--- config.mk ---
export PLATFORM = sky130hd
export DESIGN_NAME = mult_dispatcher
export DESIGN_NICKNAME = d
export VERILOG_FILES = /design/src/rtl/mult_dispatcher.sv
export SDC_FILE = /design/constraint.sdc
export NUM_CORES = 1
export LEC_CHECK = 0
export CAP_MARGIN = 40
export CORE_MARGIN = 2
export CORE_UTILIZATION = 45
export DETAILED_ROUTE_END_ITERATION = 8
export GPL_TIMING_DRIVEN = 0
export PLACE_DENSITY_LB_ADDON = 0.08
export SLEW_MARGIN = 0
export SYNTH_ARGS = -nofsm -noshare
export SYNTH_HDL_FRONTEND = slang
export SYNTH_SLANG_ARGS = --single-unit
--- constraint.sdc ---
create_clock -name clk_i -period 1.9 [get_ports clk_i]
set_input_delay 0.285 -clock clk_i [delete_from_list [all_inputs] [get_ports clk_i]]
set_output_delay 0.285 -clock clk_i [all_outputs]
set_load 0.05 [all_outputs]
--- src/rtl/mult_dispatcher.sv ---
// mult_dispatcher: operand FIFO plus issue/collect stage around the add-shift multiplier.
// Pairs are queued, issued one at a time, and their products are returned in push order.
// Optional build macro: MULT_DISPATCH_ZERO_SKIP_EN retires pairs with a zero operand
// locally (zero result, no multiplier start).
module mult_dispatcher #(
    parameter int unsigned Width = 8,
    parameter int unsigned DEPTH = 4
) (
    input  logic                         clk_i,
    input  logic                         reset_n_i,
    input  logic                         in_valid_i,
    output logic                         in_ready_o,
    input  logic [Width-1:0]             in_multiplicand_i,
    input  logic [Width-1:0]             in_multiplier_i,
    output logic                         mult_start_o,
    output logic [Width-1:0]             mult_multiplicand_o,
    output logic [Width-1:0]             mult_multiplier_o,
    input  logic                         mult_ready_i,
    input  logic                         mult_done_i,
    input  logic [2*Width-1:0]           mult_product_i,
    output logic                         out_valid_o,
    input  logic                         out_ready_i,
    output logic [2*Width-1:0]           out_product_o,
    output logic [$clog2(DEPTH):0]       count_o,
    output logic                         busy_o
);

    localparam int unsigned PtrW = $clog2(DEPTH);
    localparam int unsigned CntW = PtrW + 1;
    localparam logic [CntW-1:0] Full = CntW'(DEPTH);

`ifdef MULT_DISPATCH_ZERO_SKIP_EN
    localparam bit ZeroSkip = 1'b1;
`else
    localparam bit ZeroSkip = 1'b0;
`endif

    typedef enum logic [0:0] {StIdle, StWait} state_e;

    state_e                state_q, state_d;
    logic [Width-1:0]      a_mem_q [DEPTH];
    logic [Width-1:0]      b_mem_q [DEPTH];
    logic [PtrW-1:0]       wr_ptr_q, rd_ptr_q;
    logic [CntW-1:0]       count_q;
    logic                  out_valid_q;
    logic [2*Width-1:0]    out_product_q;

    logic push, pop, issue, skip, capture;
    logic out_free, head_zero, fifo_nonempty;

    assign fifo_nonempty       = (count_q != '0);
    assign in_ready_o          = reset_n_i & (count_q != Full);
    assign push                = in_valid_i & in_ready_o;
    assign mult_multiplicand_o = a_mem_q[rd_ptr_q];
    assign mult_multiplier_o   = b_mem_q[rd_ptr_q];
    assign head_zero           = (mult_multiplicand_o == '0) | (mult_multiplier_o == '0);
    // Output register can take a new result if empty or being drained this cycle
    assign out_free            = ~out_valid_q | out_ready_i;
    assign pop                 = issue | skip;

    assign mult_start_o  = issue;
    assign out_valid_o   = out_valid_q;
    assign out_product_o = out_product_q;
    assign count_o       = count_q;
    assign busy_o        = (state_q == StWait);

    // Next-state and issue/capture decisions; everything is held off during reset
    always_comb begin
        state_d = state_q;
        issue   = 1'b0;
        skip    = 1'b0;
        capture = 1'b0;
        if (reset_n_i) begin
            case (state_q)
                StIdle: begin
                    if (fifo_nonempty) begin
                        if (ZeroSkip && head_zero) begin
                            // Zero-operand pair waits here until the output register frees
                            skip = out_free;
                        end else if (mult_ready_i) begin
                            issue   = 1'b1;
                            state_d = StWait;
                        end
                    end
                end
                StWait: begin
                    // Done is held by the multiplier, so stalling here never loses a product
                    if (mult_done_i && mult_ready_i && out_free) begin
                        capture = 1'b1;
                        state_d = StIdle;
                    end
                end
                default: state_d = StIdle;
            endcase
        end
    end

    // FSM state register
    always_ff @(posedge clk_i) begin
        if (!reset_n_i) state_q <= StIdle;
        else            state_q <= state_d;
    end

    // Operand storage; contents need no reset since pointers/count gate their use
    always_ff @(posedge clk_i) begin
        if (push) begin
            a_mem_q[wr_ptr_q] <= in_multiplicand_i;
            b_mem_q[wr_ptr_q] <= in_multiplier_i;
        end
    end

    // FIFO pointers and occupancy; pointers wrap naturally at DEPTH (power of two)
    always_ff @(posedge clk_i) begin
        if (!reset_n_i) begin
            wr_ptr_q <= '0;
            rd_ptr_q <= '0;
            count_q  <= '0;
        end else begin
            if (push) wr_ptr_q <= wr_ptr_q + 1'b1;
            if (pop)  rd_ptr_q <= rd_ptr_q + 1'b1;
            case ({push, pop})
                2'b10:   count_q <= count_q + 1'b1;
                2'b01:   count_q <= count_q - 1'b1;
                default: count_q <= count_q;
            endcase
        end
    end

    // Result register: load on capture or skip, otherwise clear when drained
    always_ff @(posedge clk_i) begin
        if (!reset_n_i) begin
            out_valid_q   <= 1'b0;
            out_product_q <= '0;
        end else if (capture) begin
            out_valid_q   <= 1'b1;
            out_product_q <= mult_product_i;
        end else if (skip) begin
            out_valid_q   <= 1'b1;
            out_product_q <= '0;
        end else if (out_valid_q && out_ready_i) begin
            out_valid_q   <= 1'b0;
        end
    end

endmodule
# Word level (Yosys, flattened, before mapping)
# Memory sizes are Yosys's and may differ from the RTL's. A register that Yosys moved wholly into a read port is not among the register bits.
# Index checks and enable logic that the tools add are counted.
# op_classes
reduce_logical	6
n_bitwise	5
eq_ne	3
div	0
muxes	18
n_shift	0
addsub	4
order_cmp	0
multipliers	0
# ops
op	count
2-to-1 mux 1 bit	12
2-to-1 mux 2 bit	4
case mux 3 bit (2 select lines)	1
adder 2 x 1 -> 2 bit (second input constant)	2
nonzero test 2 bit	2
adder 3 x 1 -> 3 bit (second input constant)	1
logical AND 1 bit	3
inequality test 3 bit (second input constant)	1
nonzero test 3 bit	1
subtractor 3 x 1 -> 3 bit (second input constant)	1
AND 1 bit	2
== test 2 x 1 -> 1 bit (second input constant)	1
== test 2 bit (second input constant)	1
NOT 1 bit	2
case mux 1 bit (2 select lines)	1
bitwise OR 1 bit	1
# totals
word_cells	44
ramBits	64
n_memories	2
output_inout_bits	39
romBits	0
inputBits	38
reg_bits	25
latchBits	0
# memory_table
memory	words	width	read_ports	rd_ports_with_merged_regs	write_ports	line	text
a_mem_q	4	8	1	1	1	41	logic [Width-1:0] a_mem_q [DEPTH];
b_mem_q	4	8	1	1	1	42	logic [Width-1:0] b_mem_q [DEPTH];

# Depth between registers and ports, before layout
# Gate-level depths: netlist of run 1.
# depth
depth_word	7
depth_mapped	9
mapped_depth_nobuf	9

# Least setup slack after synthesis of run 1
# Ideal clock, no wire load.
# synth_path
kind	reg-to-reg
start	reg count_q[0], in the netlist count_o[0]
end	reg count_q[2], in the netlist count_o[2]
path_stages_with_launch	10
arrival_ns	2.855
required_time_ns	1.824
n_path_buf	0
setup_slack_ns	-1.031
period_less_slack_ns	2.931
setup_ns	0.076
cell_sequence	dfxtp_1 > nor3_2 > nor3b_2 > and2_1 > ha_1 > inv_1 > fa_1 > xor2_1 > or3_1 > a21boi_0
# synth_via
elab_chain_len	6
word_cells_on_any_way	13
classes_between	add/sub: 2; eq/ne: 3; mux: 4; bitwise: 2; reduce/logical: 2
# synth_rtl
element	line	text
start: declaration	44	logic [CntW-1:0] count_q;
start signal: assignment	122	2'b10: count_q <= count_q + 1'b1;
start signal: assignment	123	2'b01: count_q <= count_q - 1'b1;
start signal: assignment	124	default: count_q <= count_q;
nonzero test 3 bit *	51	assign fifo_nonempty = (count_q != '0);
2-to-1 mux 1 bit *	76	if (fifo_nonempty) begin
2-to-1 mux 1 bit *	74	case (state_q)
2-to-1 mux 1 bit *	73	if (reset_n_i) begin
net mult_start_o	15	output logic mult_start_o,
== test 2 x 1 -> 1 bit / == test 2 bit (equally long branches)	121	case ({push, pop})
case mux 3 bit (2 select lines) / nonzero test 2 bit (equally long branches)	--	
# Mark *: on every way through the listed nets, which the timed path passes. The rest lies on a longest branch.
# A chain may end at the register's enable or synchronous reset.

==> run_results.csv, run 1 <==
group,metric,value,unit
floorplanning,die_width,93.7,um
timing,final_max_slew_viol_count,0,
placement,placement.cell_area,4550,sq um
detailed_routing,dr.pass1.iters,4,
cts,tritoncts,"yes",
layout,share_of_final_layout_standard_cells_stronger_than_drive_strength_1,26.5,%
placement,gp_congestion,0.737,
layout,final_design_area_no_fill,4840,sq um
worst_setup_path,cpLargestDelayFamily,"multiplexers",
worst_setup_path,cpMaxStageDelayCell,"mux4_2",
layout,most-common-layout-cells,"edfxtp_1, clkdlybuf4s50_1, nand2_1",
worst_setup_path,timing.critical_path.from_type,"flip-flop",
power_and_ir_drop,report.power.total,4.43,mW
detailed_routing,route.antenna.remaining_nets,0,
layout,syn2layout_area_growth,33.6,%
timing,finalHoldViolCount,0,
worst_hold_path,hold_class,"in -> reg",
global_route,grt_max_degree,17,
synthesis,synth_seq_cells,91,
worst_setup_path,critPathKind,"reg -> out",
detailed_routing,routed_wirelength,6690,um
flow_run,max_cap_viol_count,0,
worst_setup_path,worst_ep_required_time,1.62,ns
detailed_routing,routed_wire_length_per_instance,16.0,um
worst_setup_path,crit_path_max_fanout,5,
worst_setup_path,crit_path_frequent_cell,"buf_6",
layout,postLayoutCoreUtil,62.3,%
cts,worst_setup_hold_path_clk_slew,0.09,ns
detailed_routing,detail_route.drc_violations,0,
worst_setup_path,crit_chain,"buf_6 > buf_6 > buf_12 > mux4_2 > buf_8",
outcome,failed_checks,"negative setup slack",
global_route,global_route_wire_length_before_repair,10400,um
floorplanning,die_h,93.7,um
detailed_routing,initialDrtViolationCount,70,
timing,slew_at_the_pin_closest_to_its_max_slew_limit,0.537,ns
layout,fin_nets,356,
global_route,global_route.overflow_total,0,
floorplanning,core_area,7770,sq um
detailed_routing,viasPerCell,4.80,
timing,achievable-frequency,496,MHz
floorplanning,initial_util,46.6,%
cts,worst_skew_pair.late_latency,0.35,ns
floorplanning,floorplan.die_area,8780,sq um
synthesis,synth_seq_area_share,68.0,%
floorplanning,num_rows,32,
power_and_ir_drop,power_leakage,1.75,nW
cts,htree_num_levels,3,
timing,min_period_over_period,106,%
global_route,grt_antenna_before_repair,0,
outcome,outcome,"finished, violations left",
timing,setup_viol,12,
worst_setup_path,end_kind,"primary output",
synthesis,yosys_warnings,0,
synthesis,netlist_cell_types,32,
global_route,groute.usage.overall,15.8,%
worst_setup_path,data_arrival_time_at_the_worst_slack_endpoint,1.73,ns
layout,antenna-diode-count,0,
timing,final.setup_skew,0.00828,ns
worst_setup_path,slowest_delay,0.55,ns
synthesis,synthCells,216,
global_route,grt_pass1_vias,2044,
detailed_routing,routed-via-count,2013,
cts,clock_buffer_count_from_cts,9,
synthesis,syn_avg_cell_area,16.8,sq um
timing,max_slew_margin,64.1,%
placement,portBuffers,76,
timing,finalWorstPathRequiredPeriod,2.01,ns
floorplanning,io-pin-count,77,
cts,clock_tree.root_cell,"clkbuf_8",
worst_setup_path,timing.critical_path.buf_inv,4,
power_and_ir_drop,ir_drop,0.401,mV
layout,layout_commonest_cell,"edfxtp_1",
power_and_ir_drop,cellPowerDensity,914,nW/um^2
synthesis,syn-cell-area,3620,sq um
synthesis,synth_fp_nets,260,
layout,num-fill-cells,582,
cts,clockBufferDepth,2,
cts,numClockSinks,91,
timing,setup_ws,-0.114,ns
placement,dp.final_hpwl,4240,um
timing,rsz_0062_raised_after_global_routing,"yes",
==> cells in the mapped netlist <==
library cell / number / area share [%]
nor3b_2: 1 / 0.35
o31ai_1: 1 / 0.21
buf_2: 1 / 0.14
nand2_1: 24 / 2.5
nand2b_1: 1 / 0.17
a21o_1: 1 / 0.21
nor2_1: 1 / 0.10
or4_1: 1 / 0.21
a21oi_1: 1 / 0.14
dfxtp_1: 27 / 15
clkbuf_1: 1 / 0.10
mux4_2: 2 / 1.2
mux4_1: 14 / 10
and2_1: 7 / 1.2
mux2i_1: 20 / 5.5
edfxtp_1: 64 / 53
xor2_1: 1 / 0.24
o21a_1: 2 / 0.41
xnor2_1: 1 / 0.24
a21boi_0: 2 / 0.41
clkbuf_8: 2 / 0.76
a21boi_1: 1 / 0.21
o21ai_0: 2 / 0.28
ha_1: 5 / 1.7
buf_12: 1 / 0.55
buf_4: 2 / 0.41
buf_6: 2 / 0.62
or3_1: 1 / 0.17
inv_1: 23 / 2.4
nor3_2: 2 / 0.55
nor2b_2: 1 / 0.24
fa_1: 1 / 0.55
==> per-layer routing <==
metal | routed length (um) | share of wire (%) | global-route usage (%) | vias up
li1 | - | - | - | 967
met1 | 3120 | 47 | 21.2 | 972
met2 | 3020 | 45 | 24.1 | 67
met3 | 476 | 7.1 | 5.06 | 7
met4 | 78 | 1.2 | 6.16 | 0
met5 | 0 | 0 | 0 | -
==> flip-flops by register name (all words and copies together), names as in the netlist, named ones only <==
signal / cells
wr_ptr_q: 2
busy_o: 1
rd_ptr_q: 2
out_valid_o: 1
a_mem_q: 32
b_mem_q: 32
out_product_o: 16
count_o: 3
==> metrics by stage <==
stage	std cells	hold slack [ns]	worst slack [ns]	TNS, ns
6_report	419	0.396	-0.114	-0.519
5_1_grt	419	0.412	-0.162	-1.28
4_1_cts	417	0.460	-0.148	-1.15
3_5_place_dp	394	0.449	-0.846	-47.68
3_3_place_gp	394	0.441	-0.870	-47.56
2_1_floorplan	216	0.384	-0.311	-0.559
==> cells by family after synthesis <==
group | Yosys count | synth area share [%]
flops | 91 | 68.0
compound gates | 10 | 1.87
simple gates | 39 | 5.49
buf+inv | 32 | 4.97
mux | 36 | 16.9
fa+ha+maj | 6 | 2.28
xor+xnor | 2 | 0.484
==> where the power goes <==
group / leakage [nW] / total [mW] / switching (mW) / internal (mW)
Sequential: 0.803 / 2.25 / 0.0449 / 2.20
Combinational: 0.855 / 0.880 / 0.475 / 0.404
Clock: 0.0935 / 1.30 / 0.676 / 0.620
Total: 1.75 / 4.43 / 1.20 / 3.23
==> layout make-up <==
class,instances,area (sq um),share of cell area (%)
clock inverters,6,71.3,1.47
repair buffers,85,876,18.1
flip-flops and latches,91,2480,51.2
well taps,102,128,2.64
clock buffers,10,128,2.64
plain buffers,9,104,2.15
inverters,23,86.3,1.78
multi-input cells,93,972,20.1
==> tightest hold or removal path: cells and delay by family <==
family / cells / cell delay [ns]
and+or+nand+nor: 2 / 0.19
buffers and inverters: 1 / 0.14
AOI/OAI and AO/OA: 1 / 0.07
==> worst paths after layout <==
path	startpoint	to	slack, ns	cells past startpoint
worst max-delay path	flip-flop	mult_multiplicand_o[2]	-0.11	5
worst min register to register	out_product_o[8]	out_product_o[8]	0.46	2
worst min-delay path	mult_ready_i	flip-flop	0.40	4
worst max register to register	count_o[1]	count_o[2]	-0.06	9
==> what timing repair did <==
item / in CTS / in global routing
endpoints found under the setup margin: 84 / 21
gates resized for setup: 143 / 7
pin swaps: 1 / 1
cloned: 1 / 0
setup buffers: 6 / 4
hold buffers: 0 / 0
Power figures use the tool's default switching activity.
==> run 2, diff against run 1 <==
Settings changed: CAP_MARGIN 40 to 15.
==> results of run 2 <==
The final DEF is identical to that of run 1; final timing and power are the same.
